<file path="config.mk">
export PLATFORM = sky130hd
export DESIGN_NAME = universal_register
export DESIGN_NICKNAME = d
export VERILOG_FILES = /design/src/rtl/universal_register_pkg.sv /design/src/rtl/ureg_cell.sv /design/src/rtl/universal_register.sv
export SDC_FILE = /design/constraint.sdc
export NUM_CORES = 1
export LEC_CHECK = 0
export ABC_AREA = 1
export ABC_CLOCK_PERIOD_IN_PS = 2900
export CAP_MARGIN = 20
export CORE_AREA = 2 2 56 58
export DETAILED_ROUTE_END_ITERATION = 16
export DIE_AREA = 0 0 58 60
export SKIP_LAST_GASP = 1
export SLEW_MARGIN = 20
export SYNTH_ARGS = -nofsm -noshare
export SYNTH_HDL_FRONTEND = slang
export SYNTH_SLANG_ARGS = --single-unit
</file>
<file path="constraint.sdc">
create_clock -name clk -period 2.9 [get_ports clk]
set_input_delay 0.58 -clock clk [delete_from_list [all_inputs] [get_ports clk]]
set_output_delay 0.58 -clock clk [all_outputs]
set_load 0.01 [all_outputs]
</file>
<file path="src/rtl/universal_register_pkg.sv">
// Shared definitions for the universal register: mode type and mode encodings.
// Nothing here depends on the register width.
package universal_register_pkg;

  typedef logic [2:0] mode_t;

  localparam mode_t MODE_HOLD = 3'd0;
  localparam mode_t MODE_LOAD = 3'd1;
  localparam mode_t MODE_SHL  = 3'd2;
  localparam mode_t MODE_SHR  = 3'd3;
  localparam mode_t MODE_ROTL = 3'd4;
  localparam mode_t MODE_ROTR = 3'd5;
  localparam mode_t MODE_INC  = 3'd6;
  localparam mode_t MODE_DEC  = 3'd7;

endpackage

</file>
<file path="src/rtl/ureg_cell.sv">
// One bit slice of the universal register: mode mux feeding an async-clear flop.
// Neighbour and adder bits are routed in by the top, so the slice is width-agnostic.
module ureg_cell
  import universal_register_pkg::*;
(
  input  logic  clk,
  input  logic  clr,
  input  logic  en,
  input  mode_t mode,
  input  logic  d,
  input  logic  left_in,
  input  logic  right_in,
  input  logic  sum_in,
  output logic  q
);

  logic next_s;

  // Select this bit's next value from the current command
  always_comb begin
    next_s = q;
    if (en) begin
      case (mode)
        MODE_HOLD: next_s = q;
        MODE_LOAD: next_s = d;
        MODE_SHL:  next_s = left_in;
        MODE_SHR:  next_s = right_in;
        MODE_ROTL: next_s = left_in;
        MODE_ROTR: next_s = right_in;
        MODE_INC:  next_s = sum_in;
        MODE_DEC:  next_s = sum_in;
        default:   next_s = q;
      endcase
    end else begin
      next_s = q;
    end
  end

  // Storage flop, cleared asynchronously
  always_ff @(posedge clk or posedge clr) begin
    if (clr) begin
      q <= 1'b0;
    end else begin
      q <= next_s;
    end
  end

endmodule

</file>
<file path="src/rtl/universal_register.sv">
// Parametrised universal register: hold/load/shift/rotate/inc/dec with wrap flag.
// Built from WIDTH ureg_cell slices plus a shared inc/dec adder.
module universal_register
  import universal_register_pkg::*;
#(
  parameter int WIDTH = 8
) (
  input  logic             clk,
  input  logic             clr,
  input  logic             en,
  input  mode_t            mode,
  input  logic [WIDTH-1:0] D,
  input  logic             sil,
  input  logic             sir,
  output logic [WIDTH-1:0] Q,
  output logic             so_l,
  output logic             so_r,
  output logic             co,
  output logic             zero
);

  localparam logic [WIDTH-1:0] ONE_W  = {{(WIDTH-1){1'b0}}, 1'b1};
  localparam logic [WIDTH-1:0] ZERO_W = {WIDTH{1'b0}};
  localparam logic [WIDTH-1:0] ONES_W = {WIDTH{1'b1}};

  logic [WIDTH-1:0] sum_s;
  logic [WIDTH-1:0] left_s;
  logic [WIDTH-1:0] right_s;
  logic             wrap_s;

  // Shared adder plus end-of-chain injection for shifts versus rotates
  always_comb begin
    sum_s   = Q + ONE_W;
    left_s  = {Q[WIDTH-2:0], sil};
    right_s = {sir, Q[WIDTH-1:1]};
    wrap_s  = 1'b0;
    if (mode == MODE_DEC) begin
      sum_s  = Q - ONE_W;
      wrap_s = (Q == ZERO_W);
    end else if (mode == MODE_INC) begin
      wrap_s = (Q == ONES_W);
    end else begin
      wrap_s = 1'b0;
    end
    if (mode == MODE_ROTL) begin
      left_s[0] = Q[WIDTH-1];
    end else begin
      left_s[0] = sil;
    end
    if (mode == MODE_ROTR) begin
      right_s[WIDTH-1] = Q[0];
    end else begin
      right_s[WIDTH-1] = sir;
    end
  end

  for (genvar i = 0; i < WIDTH; i++) begin : g_cell
    ureg_cell u_cell (
      .clk      (clk),
      .clr      (clr),
      .en       (en),
      .mode     (mode),
      .d        (D[i]),
      .left_in  (left_s[i]),
      .right_in (right_s[i]),
      .sum_in   (sum_s[i]),
      .q        (Q[i])
    );
  end

  // Wrap flag: set only by a wrapping inc/dec, cleared by any other enabled edge
  always_ff @(posedge clk or posedge clr) begin
    if (clr) begin
      co <= 1'b0;
    end else if (en) begin
      co <= wrap_s;
    end else begin
      co <= co;
    end
  end

  assign so_l = Q[WIDTH-1];
  assign so_r = Q[0];
  assign zero = (Q == ZERO_W);

endmodule

</file>
==> impl_metrics.ini, run 1 <==
[sta]
rsz0062_at_grt = false
tightest_slew_ns = 0.373
fin_crit_ns = 2.50
fin_crit_sh_pct = 86.4
setup_viol = 0
fin_skew_ns = 0.000598
relSlewSlack_pct = 74.9
timing.fmax_ghz = 0.399
finalMaxSlewViolations = 0
fin_tns_setup_ns = 0
hold_viol = 0

[setup_path]
end_kind = output pin
required_ns = 2.32
critPathMaxFanout = 5
reg2reg_to = g_cell[4].u_cell.q$_DFFE_PP0P_
r2r_slack_ns = 1.17
arrival_ns = 1.92
cp-startpoint = g_cell[2].u_cell.q$_DFFE_PP0P_
crit_type = reg2out
r2r-start = g_cell[1].u_cell.q$_DFFE_PP0P_
rr_worst_depth = 15
start_kind = flop
worstSetupEndpoint = zero

[final_layout]
area.sequential_um2 = 225
antenna_cells = 0
utilization_pct = 47.7
fill_cells = 303
design_area_mm2 = 0.00139
drive_above_1_share_pct = 12.5
syn2layout_area_growth_pct = 26.5
layout_commonest_cell = nand2_1
num-nets-final = 220
most-common-layout-cells = nand2_1, clkdlybuf4s50_1, inv_1
multi_input_area_um2 = 691

[floorplan]
start_util_pct = 37.7
rows = 20
io_pins = 28
coreArea_mm2 = 0.00290
die_w_um = 58
die_h_um = 60
dieArea_mm2 = 0.00348

[drt]
vias_per_cell = 5.35
routedWlPerCell_um = 12.9
dr.pass1.iters = 4
ant_nets = 0
drc = 0
finalWirelength_um = 3010
vias = 1246
drt_iter0_markers = 59

[clocking]
cts_resized = 0
numCtsBuffers = 3
htreeDepth = 1
post-cts-setup-buffer-count = 0
clk_pin_slew_ns = 0.06
cts_root_buffer = clkbuf_4
cts_buffer_depth = 2
cts_tree = yes
clk_latency_ns = 0.25
hold_buffers = 0
clkSinkCount = 9

[synthesis]
netlist_area_mm2 = 0.00109
synthCells = 176
yosys.area.top_type_share_pct = 20.6
synth_seq_cells = 9
ys_seq_area_share_pct = 20.6
yosys-top-cells-area = dfrtp_1, nand2_1, inv_1
ys_warn_count = 0
synth_cell_types = 30
synth_nets = 195
synth_top_cell_by_area = dfrtp_1
avgSynthCellArea_um2 = 6.22

[flow_run]
cap_violations = 0

[grt]
grt_use_met1_pct = 24.2
use_met3_pct = 1.08
grt_pass1_wl_um = 5130
grt_usage_pct = 18.9
grt_max_degree = 10
globalRoute.busiestLayer = met2
antenna_found_initial = 0
grt_use_met2_pct = 33.8
grt.overflow.total = 0
grt_pass1_vias = 1135

[worst_hold_path]
hp-class = reg2reg

[placed_design]
dpl_cell_area_mm2 = 0.00136
gp_congestion = 0.861
io_buffers = 27
dp.final_hpwl_um = 2390

[power]
ir_drop_uv = 322
p_leak_nw = 0.676
power_density_mw_per_mm2 = 449

[run_status]
status = finished clean
state kept, by name, summed over array words and instances, names as in the netlist:
signal,cells
co,1
g_cell.u_cell.q,8
report_power, final:
part	switching (mW)	internal (mW)
combinational	0.181	0.149
clock	0.0439	0.0530
sequential	0.0470	0.149
total	0.271	0.350
synth_stat cells:
master	count
a211oi_1	1
buf_2	2
a31oi_1	1
and2_1	1
o21ai_0	3
xor2_1	1
o211ai_1	1
o311ai_0	1
nand3_2	3
o31ai_2	1
a21oi_1	4
nor2_4	1
nand4_1	4
inv_1	23
inv_2	6
nand2_1	53
o21bai_2	1
nor4_1	1
a221oi_1	4
o21ai_2	1
o21ai_1	11
o22ai_1	3
nor3_4	1
dfrtp_1	9
nand2_2	5
nor2_1	6
nand3_1	15
ha_1	3
o21a_1	2
buf_4	8
through the flow:
stage | hold slack (ns) | instances | setup slack (ns) | power, mW
detailed placement | 0.495 | 229 | 0.160 | 0.524
global route | 0.547 | 233 | 0.219 | 0.676
floorplan | 0.408 | 176 | 0.896 | 0.414
global placement | 0.484 | 229 | 0.297 | 0.522
finish | 0.508 | 233 | 0.395 | 0.622
CTS | 0.514 | 233 | 0.365 | 0.624
layer usage:
layer | part of all wire (%) | vias up
met5 | 0 | -
met3 | 5.2 | 2
met2 | 49 | 45
met1 | 45 | 570
met4 | 0.53 | 0
li1 | - | 629
area by class of cell:
type / count / share of cell area, %
multi-input combinational: 128 / 49.9
timing repair buffer: 30 / 21.1
sequential: 9 / 16.3
inverter: 29 / 7.86
tap: 33 / 2.98
clock buffer: 4 / 1.90
worst min path at each step:
stage | start | endpoint | cells past startpoint
finish | co$_DFFE_PP0P_ | co$_DFFE_PP0P_ | 1
global route | co$_DFFE_PP0P_ | co$_DFFE_PP0P_ | 1
CTS | co$_DFFE_PP0P_ | co$_DFFE_PP0P_ | 1
detailed placement | co$_DFFE_PP0P_ | co$_DFFE_PP0P_ | 1
global placement | co$_DFFE_PP0P_ | co$_DFFE_PP0P_ | 1
floorplan | clr | co$_DFFE_PP0P_ | 1
worst max-delay path: stages (launching register included):
cell	delay (ns)
dfrtp_1	0.44
inv_1	0.15
nand2_1	0.11
nor4_1	0.36
clkdlybuf4s50_1	0.61
cell families (layout without fill, tap and decap cells):
logic type,after synthesis,count (layout),share of synthesized area (%)
XOR/XNOR,1,1,0.800
adder cells (fa/ha/maj),3,3,3.43
buffers and inverters,39,63,16.3
AO/OA/AOI/OAI,34,34,20.2
AND/OR/NAND/NOR,90,90,38.6
flip-flops,9,9,20.6
No activity file was read; power rests on OpenSTA's default activity.
==> run 2, diff against run 1 <==
PLACE_DENSITY = 0.76   (was not set)
==> impl_metrics.ini, run 2 (same netlist as run 1, synthesis figures left out) <==
[run_status]
status = finished clean

[power]
p_sw_share_pct = 43.3
p_switching_mw = 0.269
p_seq_share_pct = 30.6
power.internal_mw = 0.354
ir_drop_uv = 277
clkPwrFrac_pct = 15.3
p_leak_nw = 0.677
power_density_mw_per_mm2 = 450
combinationalPowerShare_pct = 54.1

[sta]
finalMaxSlewViolations = 0
fin_tns_setup_ns = 0
timing.fmax_ghz = 0.390
hold_viol = 0
fin_crit_sh_pct = 88.4
fin_crit_ns = 2.56
tightest_slew_ns = 0.425
setup_viol = 0
rsz0062_at_grt = false
relSlewSlack_pct = 71.4
fin_skew_ns = 0.00493

[clocking]
clkSinkCount = 9
cts_tree = yes
cts_root_buffer = clkbuf_4
numCtsBuffers = 3
htreeDepth = 1
hold_buffers = 0
clk_latency_ns = 0.26
cts_resized = 0
cts_buffer_depth = 2
clk_pin_slew_ns = 0.05
post-cts-setup-buffer-count = 0

[placed_design]
gp_congestion = 0.886
placedCellCount = 229
dp.final_hpwl_um = 2290
dpl_cell_area_mm2 = 0.00136
io_buffers = 27

[floorplan]
io_pins = 28
coreArea_mm2 = 0.00290
start_util_pct = 37.7
die_h_um = 60
rows = 20
die_w_um = 58
dieArea_mm2 = 0.00348

[drt]
dr.pass1.iters = 4
routedWlPerCell_um = 12.1
drc = 0
ant_nets = 0
finalWirelength_um = 2810
vias_per_cell = 5.17
drt_iter0_markers = 35
vias = 1204

[final_layout]
design_area_mm2 = 0.00139
most-common-layout-cells = nand2_1, clkdlybuf4s50_1, inv_1
largest_register_ffs = 8
fill_cells = 295
antenna_cells = 0
layout_commonest_cell = nand2_1
top_regs = g_cell.u_cell.q: 8 flops, co: 1 flops
multi_input_area_um2 = 691
area.sequential_um2 = 225
syn2layout_area_growth_pct = 26.5
instances_no_fill = 233
largest_register = g_cell.u_cell.q
num-nets-final = 220
drive_above_1_share_pct = 12.5

[worst_hold_path]
hp-class = reg2reg
hold_depth = 1

[grt]
grt_pass1_vias = 1133
grt.overflow.total = 0
grt_pass1_wl_um = 5020
antenna_found_initial = 0
grt_usage_pct = 18.6
grt_max_degree = 10

[setup_path]
critPathMaxFanout = 5
required_ns = 2.32
end_kind = output pin
rr_worst_depth = 15
arrival_ns = 1.98
crit_type = reg2out
start_kind = flop

[flow_run]
cap_violations = 0
## run 2: cell counts in the layout (fill, tap and decap cells not counted)
Identical to the previous run, type by type.
## run 2: layout make-up
class,instances,share of cell area (%)
clock buffers,4,1.90
repair buffers,30,21.1
multi-input cells,128,49.9
well taps,33,2.98
inverters,29,7.86
flip-flops and latches,9,16.3
## run 2: power groups by stage
stage | clock [mW] | sequential, mW | combinational, mW
6_report | 0.0951 | 0.191 | 0.337
3_5_place_dp | 0 | 0.192 | 0.335
4_1_cts | 0.0994 | 0.190 | 0.336
3_3_place_gp | 0 | 0.193 | 0.331
5_1_grt | 0.108 | 0.196 | 0.381
2_1_floorplan | 0 | 0.184 | 0.230
## run 2: worst paths after layout
check	from	to	slack, ns
worst max-delay path	g_cell[2].u_cell.q$_DFFE_PP0P_	zero	0.34
worst max register to register	g_cell[1].u_cell.q$_DFFE_PP0P_	g_cell[4].u_cell.q$_DFFE_PP0P_	1.17
worst min-delay path	co$_DFFE_PP0P_	co$_DFFE_PP0P_	0.49
worst min register to register	co$_DFFE_PP0P_	co$_DFFE_PP0P_	0.49
min in group asynchronous	clr	g_cell[7].u_cell.q$_DFFE_PP0P_	0.58
max in group asynchronous	clr	g_cell[1].u_cell.q$_DFFE_PP0P_	2.06
## run 2: metal layers
metal  vias to the layer above  GRT usage, %  wire, µm
li1                        627             -         -
met1                       534          25.0      1330
met2                        35          30.2      1270
met3                         8          1.08       142
met4                         0          9.63        68
met5                         -             0         0
## run 2: per-stage QoR
stage | hold WS [ns] | power, mW | setup WS (ns) | utilization (%)
2_1_floorplan | 0.408 | 0.414 | 0.896 | -
3_3_place_gp | 0.479 | 0.523 | 0.231 | 46.8
3_5_place_dp | 0.482 | 0.526 | 0.207 | 46.8
4_1_cts | 0.495 | 0.625 | 0.358 | 47.7
5_1_grt | 0.534 | 0.684 | 0.210 | 47.7
6_report | 0.488 | 0.623 | 0.337 | 47.7
## run 2: critical path, stage by stage (launching register included)
cell and delay (ns):
dfrtp_1 0.45, inv_1 0.15, nand2_1 0.11, nor4_1 0.39, clkdlybuf4s50_1 0.62
==> run 3, diff against run 2 <==
ABC_CLOCK_PERIOD_IN_PS = not set   (was 2900)
CORE_AREA = 10 10 74 76   (was 2 2 56 58)
DIE_AREA = 0 0 84 86   (was 0 0 58 60)
PLACE_DENSITY = 0.73   (was 0.76)
SYNTH_HIERARCHICAL = 1   (was not set)
==> impl_metrics.ini, run 3 <==
[run_status]
status = finished clean

[setup_path]
critPathMaxFanout = 7
cpPeakStageDelay_ns = 0.60
crit_type = reg2out
r2r_slack_ns = 1.09
arrival_ns = 1.84
end_kind = output pin
start_kind = flop
required_ns = 2.32
crit_chain = inv_1 -> nand2_1 -> nor3_1 -> clkdlybuf4s50_1
critical-path-slowest-cell = clkdlybuf4s50_1

[placed_design]
dpl_cell_area_mm2 = 0.00189
io_buffers = 27
gp_congestion = 1.04
dp.final_hpwl_um = 3230
placedCellCount = 385
post-place-ws_ns = 0.328

[final_layout]
top_regs = g_cell.u_cell/q: 8 flops, co: 1 flops
drive_above_1_share_pct = 9.73
fill_cells = 451
layout_commonest_cell = nand2_1
antenna_cells = 0
most-common-layout-cells = nand2_1, inv_1, nor2_1
num-nets-final = 357
multi_input_area_um2 = 938
largest_register_ffs = 8
design_area_mm2 = 0.00194
syn2layout_area_growth_pct = 24.3
area.sequential_um2 = 225
largest_register = g_cell.u_cell/q
instances_no_fill = 389

[synthesis]
avgSynthCellArea_um2 = 5.10
synth_common_cells = nand2_1, inv_1, nor2_1, a21oi_1, dfrtp_1
ys_seq_area_share_pct = 14.4
synthCells = 306
async_flop_share_pct = 100
synth_cell_types = 24
netlist_area_mm2 = 0.00156
synth_seq_cells = 9
yosys-top-cells-area = nand2_1, inv_1, nor2_1
synth_most_common_cell = nand2_1
yosys.area.top_type_share_pct = 21.9
synthFlopType = dfrtp_1
synth_top_cell_by_area = nand2_1
synth_edf_count = 0
ys_warn_count = 6
synth_nets = 323

[clocking]
clk_pin_slew_ns = 0.05
clk_latency_ns = 0.24
cts_buffer_depth = 2
post-cts-setup-buffer-count = 0
cts_resized = 0
cts_root_buffer = clkbuf_8
numCtsBuffers = 3
clkSinkCount = 9
cts_tree = yes
htreeDepth = 1
hold_buffers = 0

[drt]
ant_nets = 0
finalWirelength_um = 4130
drc = 0
dr.pass1.iters = 4
vias_per_cell = 4.47
drt_iter0_markers = 92
vias = 1740
routedWlPerCell_um = 10.6

[sta]
rsz0062_at_grt = false
finalMaxSlewViolations = 0
setup_viol = 0
hold_viol = 0
fin_tns_setup_ns = 0
fin_crit_ns = 2.42
tightest_slew_ns = 0.434
fin_skew_ns = 0.000534
timing.fmax_ghz = 0.413
layout_setup_ws_ns = 0.477
relSlewSlack_pct = 71.0
fin_crit_sh_pct = 83.6

[grt]
grt_usage_pct = 11.7
grt_pass1_vias = 1687
antenna_found_initial = 0
grt_max_degree = 22
grt_pass1_wl_um = 7400
grt.overflow.total = 0

[power]
power.total_mw = 0.816
clkPwrFrac_pct = 19.3
p_switching_mw = 0.361
p_seq_share_pct = 21.9
ir_drop_uv = 183
p_sw_share_pct = 44.3
combinationalPowerShare_pct = 58.8
power_density_mw_per_mm2 = 421
p_leak_nw = 1.23
power.internal_mw = 0.455

[floorplan]
die_w_um = 84
start_util_pct = 39.3
io_pins = 28
rows = 23
die_h_um = 86
coreArea_mm2 = 0.00397
dieArea_mm2 = 0.00722

[flow_run]
cap_violations = 0

[worst_hold_path]
hp-class = reg2reg
-- run 3: changes by cell type after synthesis, moves of 3 or more --
cell and change:
nor3_1 +3, inv_1 +56, xor2_1 +3, a21oi_2 +8, nand3_1 -9, o21ai_1 -11
nand2_1 +38, nand3_2 -3, a221oi_1 -4, o22ai_1 -3, nor2_1 +56, a21oi_1 +5
inv_2 -5
-- run 3: metrics by stage --
stage	hold WS (ns)	util (%)
after global routing	0.595	48.8
after global placement	0.546	47.7
final	0.558	48.8
after floorplan	0.309	-
after detailed placement	0.537	47.7
after CTS	0.561	48.8
-- run 3: kinds of logic (layout without fill, tap and decap cells) --
family | Yosys count | after routing | synth area share (%)
and+or+nand+nor | 176 | 176 | 46.4
buffers and inverters | 91 | 124 | 25.4
AOI/OAI and AO/OA | 24 | 24 | 10.1
DFF | 9 | 9 | 14.4
xor gates and xnor gates | 5 | 5 | 2.81
adders and majority gates | 1 | 1 | 0.802
-- run 3: critical path: cells and delay by family, from the launching register on --
| family | cells | cell delay, ns |
|---|---|---|
| buffers and inverters | 2 | 0.75 |
| flip-flops | 1 | 0.45 |
| AND/OR/NAND/NOR | 2 | 0.40 |
-- run 3: per-layer routing --
metal  part of all wire [%]  global-route usage [%]  routed length, µm
met3                    4.5                    2.74                185
met2                     46                    19.9               1910
met5                      0                       0                  0
met1                     48                    14.2               1980
met4                    1.3                    3.65                 54
-- run 3: path summary, 6_finish.rpt --
kind	startpoint	end	cells past startpoint
max	g_cell[0].u_cell/q$_DFFE_PP0P_	zero	4
min in group asynchronous	clr	g_cell[2].u_cell/q$_DFFE_PP0P_	2
min	co$_DFFE_PP0P_	co$_DFFE_PP0P_	2
max reg2reg	g_cell[1].u_cell/q$_DFFE_PP0P_	g_cell[6].u_cell/q$_DFFE_PP0P_	17
max in group asynchronous	clr	co$_DFFE_PP0P_	2
min reg2reg	co$_DFFE_PP0P_	co$_DFFE_PP0P_	2
-- run 3: power groups by stage --
stage / sequential, mW / combinational (mW) / clock (mW)
after floorplan: 0.192 / 0.309 / 0
after global placement: 0.180 / 0.477 / 0
after detailed placement: 0.181 / 0.478 / 0
after CTS: 0.180 / 0.482 / 0.159
after global routing: 0.184 / 0.548 / 0.167
final: 0.179 / 0.480 / 0.158
-- run 3: area by class of cell --
cell class,count,area share [%]
flip-flops and latches,9,11.6
multi-input cells,206,48.4
inverters,80,15.5
repair buffers,40,19.0
clock buffers,4,2.32
well taps,50,3.23
==> RTL edit: new RTL, settings of run 2 <==
Put a register stage on the outputs `so_l`, `so_r` and `zero`. The values now appear one clock later. The other outputs are not delayed to match.
--- a/src/rtl/universal_register.sv
+++ b/src/rtl/universal_register.sv
@@ -80,7 +80,9 @@
   end
 
-  assign so_l = Q[WIDTH-1];
-  assign so_r = Q[0];
-  assign zero = (Q == ZERO_W);
+  always_ff @(posedge clk) begin
+    so_l <= Q[WIDTH-1];
+    so_r <= Q[0];
+    zero <= (Q == ZERO_W);
+  end
 
 endmodule
Behaviour: not the same (Yosys sat finds a counterexample within 4 cycles, from zero or initial values).
==> RTL edit against run 2 <==
Sequential power grew 26%. Area after synthesis is 5.3% higher. Sequential share of layout area rose by 3.5 points. Die area unchanged. Total power rose by 12%. Count of clock-buffer cells in the layout unchanged. Final area rose by 4.0%. Setup slack gained 130 ps. Wire length rose by 3.3%. Sequential cell count up 3. Combinational power is 4% lower. Highest routed layer unchanged.
==> RTL edit: results (changes against run 2) <==
Top cells by count, synth - 57 x nand2_1, 27 x inv_1, 17 x nand3_1 (was 53 x nand2_1, 23 x inv_1, 15 x nand3_1)
Fin nets - 224 (was 220)
Synth Area in Compound Gates - 0.1607 (was 0.2023)
Critical path class - in2reg (was reg2out)
Largest register FFs - 8 (unchanged)
Post-Synth XOR/XNOR Area - 0.007600 (was 0.008000)
Synthesized net count - 201 (was 195)
First-pass GRT wire length - 4726 µm (was 5016 µm)
Drt initial violations - 52 (was 35)
Leak pwr - 0.7175 nW (was 0.6770 nW)
Peak VDD IR - 0.0004035 V (was 0.0002772 V)
Setup Buffers After CTS - 0 (unchanged)
Clock-pin slew of the registers on the worst-case setup and hold paths - 80 ps (was 50 ps)
Final worst slack - 462.7 ps (was 336.5 ps)
Top post-synthesis cells by area - dfrtp_1 20%, nand2_1 19%, inv_1 8.8% (was dfrtp_1 21%, nand2_1 18%, inv_1 7.9%)
Uppermost routed layer - met4 (unchanged)
Placement Setup Slack - 183.3 ps (was 206.6 ps)
Hold path depth - 1 (unchanged)
Largest net degree at the start of global routing - 12 (was 10)
Placer Congestion - 0.9393 (was 0.8861)
Seq/Total Area, Yosys - 0.2476 (was 0.2057)
Synth async-reset ratio - 0.7500 (was 1.000)
Synth Area in Adders - 0.03257 (was 0.03429)
M1 GR Usage - 0.2241 (was 0.2503)
CTS root buffer - clkbuf_4 (unchanged)
Worst EP arrival - 2610 ps (was 1980 ps)
Max Buffers Root-to-Sink - 2 (unchanged)
Met2 WL post-DR - 1429 µm (was 1272 µm)
Hpwl dp - 2340 µm (was 2292 µm)
PortBufs - 27 (unchanged)
Worst Setup SP - mode[2] (was g_cell[2].u_cell.q)
Setup crit end - g_cell[6].u_cell.q (was zero)
Vias in the first global route - 1115 (was 1133)
Met3 Use GR - 0.03247 (was 0.01082)
DR vias - 1240 (was 1204)
Share of cells above drive strength 1 - 0.08333 (was 0.1250)
Synth Warn # - 0 (unchanged)
Synth cell types - 31 (was 30)
Met1 WL - 1289 µm (was 1326 µm)
Met2 Use GR - 0.3068 (was 0.3019)
Fill count - 308 (was 295)
Met3 Routed Length - 151 µm (was 142 µm)
Placed inst area - 1404 µm² (was 1359 µm²)
Slew @ Worst Pin - 393.2 ps (was 425.4 ps)
Hold crit path type - reg2reg (unchanged)
Switching power total - 0.0002806 W (was 0.0002694 W)
Outcome - finished, final reports clean (unchanged)
Final clock skew - 0.7476 ps (was 4.934 ps)
R2R cell count - 14 (was 15)
Fin Hold WS - 479.4 ps (was 487.7 ps)
Dpl cells - 233 (was 229)
Worst Path Max Fanout - 8 (was 5)
Ant diodes - 0 (unchanged)
Largest stage delay, worst path - 640 ps (was 620 ps)
Wirelength per Cell - 12.25 µm (was 12.06 µm)
Total GRT Usage - 0.1753 (was 0.1862)
Post-synthesis area per instance - 6.332 µm² (was 6.220 µm²)
Non-Filler Instances - 237 (was 233)
RTL edit: logic make-up (layout without fill, tap and decap cells):
group / after synthesis / after routing
adders and majority gates: 3 / 3
and+or+nand+nor: 96 / 96
xor gates and xnor gates: 1 / 1
buffers and inverters: 41 / 63
AOI/OAI and AO/OA: 29 / 29
DFF: 12 / 12
RTL edit: cell type report:
| class | instances | area, µm² | share of cell area |
|---|---|---|---|
| inverters | 30 | 112.6 | 0.07819 |
| multi-input cells | 129 | 679.4 | 0.4718 |
| clock buffers | 4 | 36.28 | 0.02520 |
| repair buffers | 29 | 285.3 | 0.1981 |
| flip-flops and latches | 12 | 285.3 | 0.1981 |
| well taps | 33 | 41.29 | 0.02867 |
RTL edit: power groups by stage:
stage	Clock, W	Sequential, W	Combinational (W)
after CTS	0.000134	0.000240	0.000326
after detailed placement	0	0.000243	0.000324
after global routing	0.000142	0.000244	0.000362
after global placement	0	0.000243	0.000318
final	0.000134	0.000241	0.000324
after floorplan	0	0.000232	0.000230
